## config.mk

```make
export PLATFORM = sky130hd
export DESIGN_NAME = bit_serializer_flat
export DESIGN_NICKNAME = d
export VERILOG_FILES = /design/src/rtl/bit_serializer_pkg.sv /design/src/rtl/bit_serializer_if.sv /design/src/rtl/bit_serializer.sv /design/src/flat_wrapper.sv
export SDC_FILE = /design/constraint.sdc
export NUM_CORES = 1
export LEC_CHECK = 0
export ABC_AREA = 1
export CAP_MARGIN = 30
export CORE_UTILIZATION = 38
export CTS_CLUSTER_DIAMETER = 40
export DETAILED_ROUTE_END_ITERATION = 7
export PLACE_DENSITY_LB_ADDON = 0.08
export RECOVER_POWER = 25
export SLEW_MARGIN = 5
export SYNTH_ARGS = -nofsm -noshare
export SYNTH_HDL_FRONTEND = slang
export SYNTH_SLANG_ARGS = --single-unit
```

## constraint.sdc

```tcl
create_clock -name clock -period 1 [get_ports clock]
set_input_delay 0.2 -clock clock [delete_from_list [all_inputs] [get_ports clock]]
set_output_delay 0.2 -clock clock [all_outputs]
set_load 0.01 [all_outputs]
```

## src/rtl/bit_serializer_pkg.sv

```systemverilog
// -----------------------------------------------------------------------------
// bit_serializer_pkg
// Shared definitions for the bit serializer block.
//   state_t       : FSM state encoding (IDLE, SHIFT, PARITY)
//   DEFAULT_WIDTH : default number of data bits per word
// PARITY is only ever entered when BIT_SERIALIZER_PARITY_EN is defined.
// -----------------------------------------------------------------------------
package bit_serializer_pkg;

    localparam int DEFAULT_WIDTH = 8;

    typedef enum logic [1:0] {
        IDLE   = 2'd0,
        SHIFT  = 2'd1,
        PARITY = 2'd2
    } state_t;

endpackage : bit_serializer_pkg

```

## src/rtl/bit_serializer_if.sv

```systemverilog
// -----------------------------------------------------------------------------
// bit_serializer_if
// Load handshake plus serial output bundle for bit_serializer.
//   load_data  : parallel word offered by the producer
//   load_valid : load_data is valid this cycle
//   load_ready : serializer accepts a word this cycle
//   new_D      : serial data bit, meaningful only while en=1
//   en         : bit-valid strobe for the downstream register
//   busy       : a word is being shifted out
//   done       : one-cycle pulse marking completion of a word
// Modports: master = producer/consumer side, slave = serializer side.
// -----------------------------------------------------------------------------
interface bit_serializer_if
    import bit_serializer_pkg::*;
#(
    parameter int WIDTH = DEFAULT_WIDTH
) ();

    logic [WIDTH-1:0] load_data;
    logic             load_valid;
    logic             load_ready;
    logic             new_D;
    logic             en;
    logic             busy;
    logic             done;

    modport master (
        output load_data,
        output load_valid,
        input  load_ready,
        input  new_D,
        input  en,
        input  busy,
        input  done
    );

    modport slave (
        input  load_data,
        input  load_valid,
        output load_ready,
        output new_D,
        output en,
        output busy,
        output done
    );

endinterface : bit_serializer_if

```

## src/rtl/bit_serializer.sv

```systemverilog
// -----------------------------------------------------------------------------
// bit_serializer
// Accepts a WIDTH-bit word on a valid/ready handshake and emits it one bit per
// clock on new_D, qualified by en. The first bit appears the cycle after the
// word is accepted; done pulses in the first IDLE cycle after the last bit.
//
// Parameters:
//   WIDTH     : data bits per word (2..32)
//   MSB_FIRST : 1 = bit WIDTH-1 first, 0 = bit 0 first
// Ports:
//   clock   : rising-edge clock
//   reset_n : asynchronous active-low reset, aborts any word in flight
//   bus     : bit_serializer_if.slave (load_data/valid/ready, new_D, en,
//             busy, done)
// Optional feature:
//   BIT_SERIALIZER_PARITY_EN : when defined, one extra en cycle carrying the
//   even-parity bit (XOR of all data bits) follows the data bits.
// -----------------------------------------------------------------------------
module bit_serializer
    import bit_serializer_pkg::*;
#(
    parameter int WIDTH     = DEFAULT_WIDTH,
    parameter bit MSB_FIRST = 1'b1
) (
    input  logic           clock,
    input  logic           reset_n,
    bit_serializer_if.slave bus
);

    localparam int               CNT_W    = $clog2(WIDTH + 1);
    localparam logic [CNT_W-1:0] CNT_LOAD = CNT_W'(WIDTH);
    localparam logic [CNT_W-1:0] CNT_ONE  = CNT_W'(1);

    state_t           state;
    logic [WIDTH-1:0] shreg;
    logic [CNT_W-1:0] count;
    logic             load_ready_q;
    logic             new_d_q;
    logic             en_q;
    logic             busy_q;
    logic             done_q;
`ifdef BIT_SERIALIZER_PARITY_EN
    logic             parity_bit;
`endif

    logic             accept;
    logic             first_bit;
    logic             next_bit;
    logic [WIDTH-1:0] load_rest;
    logic [WIDTH-1:0] shreg_rest;

    assign accept = bus.load_valid && load_ready_q;

    // The first bit goes straight to the output flop at acceptance, so the
    // shift register only ever holds the bits that are still to come.
    always_comb begin
        first_bit  = 1'b0;
        next_bit   = 1'b0;
        load_rest  = '0;
        shreg_rest = '0;
        if (MSB_FIRST) begin
            first_bit  = bus.load_data[WIDTH-1];
            load_rest  = bus.load_data << 1;
            next_bit   = shreg[WIDTH-1];
            shreg_rest = shreg << 1;
        end else begin
            first_bit  = bus.load_data[0];
            load_rest  = bus.load_data >> 1;
            next_bit   = shreg[0];
            shreg_rest = shreg >> 1;
        end
    end

    // Single FSM with all outputs registered. count holds the bits remaining
    // including the one currently on new_D, so count==1 marks the last bit.
    always_ff @(posedge clock or negedge reset_n) begin
        if (!reset_n) begin
            state        <= IDLE;
            shreg        <= '0;
            count        <= '0;
            load_ready_q <= 1'b1;
            new_d_q      <= 1'b0;
            en_q         <= 1'b0;
            busy_q       <= 1'b0;
            done_q       <= 1'b0;
`ifdef BIT_SERIALIZER_PARITY_EN
            parity_bit   <= 1'b0;
`endif
        end else begin
            done_q <= 1'b0;
            case (state)
                IDLE: begin
                    if (accept) begin
                        state        <= SHIFT;
                        shreg        <= load_rest;
                        count        <= CNT_LOAD;
                        new_d_q      <= first_bit;
                        en_q         <= 1'b1;
                        busy_q       <= 1'b1;
                        load_ready_q <= 1'b0;
`ifdef BIT_SERIALIZER_PARITY_EN
                        parity_bit   <= ^bus.load_data;
`endif
                    end
                end

                SHIFT: begin
                    if (count == CNT_ONE) begin
                        count <= '0;
`ifdef BIT_SERIALIZER_PARITY_EN
                        state        <= PARITY;
                        new_d_q      <= parity_bit;
`else
                        state        <= IDLE;
                        new_d_q      <= 1'b0;
                        en_q         <= 1'b0;
                        busy_q       <= 1'b0;
                        done_q       <= 1'b1;
                        load_ready_q <= 1'b1;
`endif
                    end else begin
                        shreg   <= shreg_rest;
                        new_d_q <= next_bit;
                        count   <= count - CNT_ONE;
                    end
                end

                default: begin
                    // PARITY (or an illegal encoding) always returns to IDLE.
                    state        <= IDLE;
                    new_d_q      <= 1'b0;
                    en_q         <= 1'b0;
                    busy_q       <= 1'b0;
                    load_ready_q <= 1'b1;
`ifdef BIT_SERIALIZER_PARITY_EN
                    done_q       <= (state == PARITY);
`endif
                end
            endcase
        end
    end

    assign bus.load_ready = load_ready_q;
    assign bus.new_D      = new_d_q;
    assign bus.en         = en_q;
    assign bus.busy       = busy_q;
    assign bus.done       = done_q;

endmodule : bit_serializer

```

## src/flat_wrapper.sv

```systemverilog
// flat-port wrapper written by rule: the top's interface ports become plain ports
module bit_serializer_flat import bit_serializer_pkg::*;
#(
    parameter int WIDTH     = DEFAULT_WIDTH,
    parameter bit MSB_FIRST = 1'b1
)
  (clock, reset_n, bus_load_data, bus_load_valid, bus_load_ready, bus_new_D, bus_en, bus_busy, bus_done);
  bit_serializer_if #(.WIDTH(WIDTH)) bus_i ();
  input  logic clock;
  input  logic reset_n;
  input wire logic [$bits(bus_i.load_data)-1:0] bus_load_data;
  input wire logic [$bits(bus_i.load_valid)-1:0] bus_load_valid;
  output wire logic [$bits(bus_i.load_ready)-1:0] bus_load_ready;
  output wire logic [$bits(bus_i.new_D)-1:0] bus_new_D;
  output wire logic [$bits(bus_i.en)-1:0] bus_en;
  output wire logic [$bits(bus_i.busy)-1:0] bus_busy;
  output wire logic [$bits(bus_i.done)-1:0] bus_done;
  assign bus_i.load_data = bus_load_data;
  assign bus_i.load_valid = bus_load_valid;
  assign bus_load_ready = bus_i.load_ready;
  assign bus_new_D = bus_i.new_D;
  assign bus_en = bus_i.en;
  assign bus_busy = bus_i.busy;
  assign bus_done = bus_i.done;
  bit_serializer #(.WIDTH(WIDTH), .MSB_FIRST(MSB_FIRST)) u_core (.clock(clock), .reset_n(reset_n), .bus(bus_i));
endmodule
```

==> results.md <==
- CP max stage cell: dfstp_2
- Required @ worst endpoint: roughly 0.8 ns
- Post-layout util: around two thirds
- Synth unique cells: 20
- Via-per-instance ratio: ~4.6
- Crit Path Max Fanout: 2
- Core Region: around 1800 µm²
- LEAKAGE: between 0.5 and 0.6 nW
- Crit path kind: flip-flop to output port
- Worst Hold Class: primary input to async pin
- Count of warnings emitted by yosys: 0
- Average size of a mapped cell: 8.042 µm²
- RD Place Congestion: ~0.76
- Fin crit share: 113.7%
- Final total power: between 3 and 4 mW
- Max cap viols: 0
- Peak per-stage delay on the critical path: 0.56 ns
- Gr usage total: 18.79%
- Vias in the first global route: roughly 660
- DP HPWL: around 1200 µm
- Most common cell after layout, fill and taps aside: nand2_1
- Initial antenna violation count: 0
- First-pass detailed-route iteration total: 4
- Slew at the pin with the worst max-slew slack: slightly below 0.4 ns
- Vias: about 720
- Layout area overhead: 56.89%
- Multi-input gate area: 456.7 µm²
- Die width: 47.07 µm
- Pwr Density: just over 3000 nW/µm²
- Die Ht: between 40 and 50 µm
- DR iter-0 viols: 4
- FF/Latch Area: about 380 µm²
- Mapped Area: slightly below 800 µm²
- Fillers: about 160
- Commonest non-fill, non-tap cells in the layout: 38 x nand2_1, 14 x dfrtp_1, 12 x buf_4
- CP arrival: approximately 0.94 ns
- WP buf/inv: 1
- Non-filler cells in the finished layout: 156
- CTS Buffer Depth: 2
- Relative slew slack: 73.64%
- Final setup vio count: 17
- N_diodes: 0
- CP Launch Type: flip-flop
- H-Tree Depth: 1
- Clock latency on the worst-skew pair: roughly 0.28 ns
- Post-layout worst setup margin: -0.1366 ns
- Top delay family on crit path: flip-flops
- Mapped Cells: 96
- VDD IR max: 1.594 mV
- Setup TNS: -1.349 ns
- FF-to-FF path depth: 6
- Mapped Nets: between 100 and 150
- Reg-to-Reg Start: u_core.bus.load_ready
- Fin Clk Skew: roughly 0.0057 ns
- Status: complete, but fails checks
- Max frequency: 879.8 MHz
- Largest net degree at the start of global routing: 9
- Layout cell share with drive strength beyond 1: 36.64%
- CTS clock-pin slew for the worst setup and hold paths: 0.09 ns
- Unrepaired setup endpoints after global routing: yes
- Cts bufs inserted: 3
- Number of placement rows: 15
- Port bufs: 15
- Final Slew Violations: 0
- Crit path launch: u_core.bus.load_ready
- Global-route wire length before repair: around 2800 µm
- Final Hold Vio Count: 0
- FF+latch count, synth: 15
- Clock Root Buffer: clkbuf_4
- ANT nets after route: 0
- # DRC: 0
- Pre-CTS setup slack: -0.2465 ns
- Failing checks: negative setup slack
- Die area: 2216 µm²
- TritonCTS clock tree: yes
- Critical path depth in cells: 1
- Cell Chain, Critical Path: buf_6
- Critical path endpoint category: output port
- # IOs: 16
- Drt total wl: 1789 µm
- Clk sinks: 15
- GRT overflow: 0
- Initial core utilization: between 40% and 50%
- Final net count: 145
- Routed WL per cell: ~11 µm
- Inst Count DP: roughly 150
- Sequential-to-total area share from yosys stat: approximately half
- Minimum clock period: 1.137 ns
## cell families after synthesis
kind of cell / synth area share, %
adder cells (fa/ha/maj): 3.241
XOR/XNOR: 1.135
flip-flops: 48.79
buffers and inverters: 8.266
AND/OR/NAND/NOR: 33.39
AO/OA/AOI/OAI: 5.187
## state kept, by name, summed over array words and instances (netlist names)
name / flops
u_core.bus.load_ready: 1
u_core.bus.done: 1
u_core.shreg: 7
u_core.bus.en: 1
u_core.count: 4
u_core.bus.new_D: 1
## per-layer routing
| layer | GRT usage, % | share of wire [%] | vias to the layer above |
|---|---|---|---|
| li1 | - | - | 376 |
| met1 | 22.57 | 44 | 337 |
| met2 | 31.67 | 53 | 9 |
| met3 | 3.462 | 1.9 | 2 |
| met4 | 10.29 | 0.67 | 0 |
| met5 | 0 | 0 | - |
## Yosys cell counts
cell      count  share of area, %
nand3_1       8               5.2
o22ai_1       1              0.81
a21oi_1       2               1.3
dfrtp_1      14                45
nand2_2       1              0.81
inv_1         7               3.4
nor2_2        1              0.81
nor2_1        3               1.5
xnor2_1       1               1.1
clkinv_1      1              0.49
nand3_4       1               2.3
nand2_1      44                21
inv_2         1              0.49
ha_1          2               3.2
a21oi_2       1               1.1
nand2_4       1               1.5
o21ai_0       3               1.9
dfstp_2       1               3.4
buf_4         1              0.97
buf_6         2               2.9
## power breakdown
part	leakage (nW)	total, mW	internal, mW	switching, mW
Clock	0.0150	0.338	0.155	0.184
Combinational	0.396	2.35	1.13	1.22
Sequential	0.187	1.07	0.887	0.183
## area by class of cell
type / count / area share [%]
sequential: 15 / 31.10
inverter: 9 / 3.409
tap: 25 / 2.583
clock buffer: 4 / 2.169
multi-input combinational: 71 / 37.71
timing repair buffer: 32 / 23.04
## metrics by stage
stage	hold slack [ns]	instance area, µm²
floorplan	-0.09559	797.0
global placement	0.4549	1074
detailed placement	0.4605	1074
CTS	0.2824	1164
global route	0.3529	1211
finish	0.3566	1211
## timing repair
| action | CTS | global route |
|---|---|---|
| pin swaps | 2 | 2 |
| cloned | 2 | 0 |
| hold buffers | 0 | 0 |
| setup buffers | 1 | 1 |
| setup endpoints to repair | 20 | 20 |
| resized for setup | 31 | 16 |
## worst paths after layout
check                                             end  slack [ns]
worst max-delay path                   bus_load_ready       -0.14
worst min-delay path            u_core.bus.load_ready        0.36
worst max register to register        u_core.shreg[4]       -0.12
worst min register to register        u_core.shreg[4]        0.48
max in group asynchronous             u_core.shreg[7]        0.28
min in group clock                    u_core.shreg[4]        0.48
(Power assumes the default switching activity.)
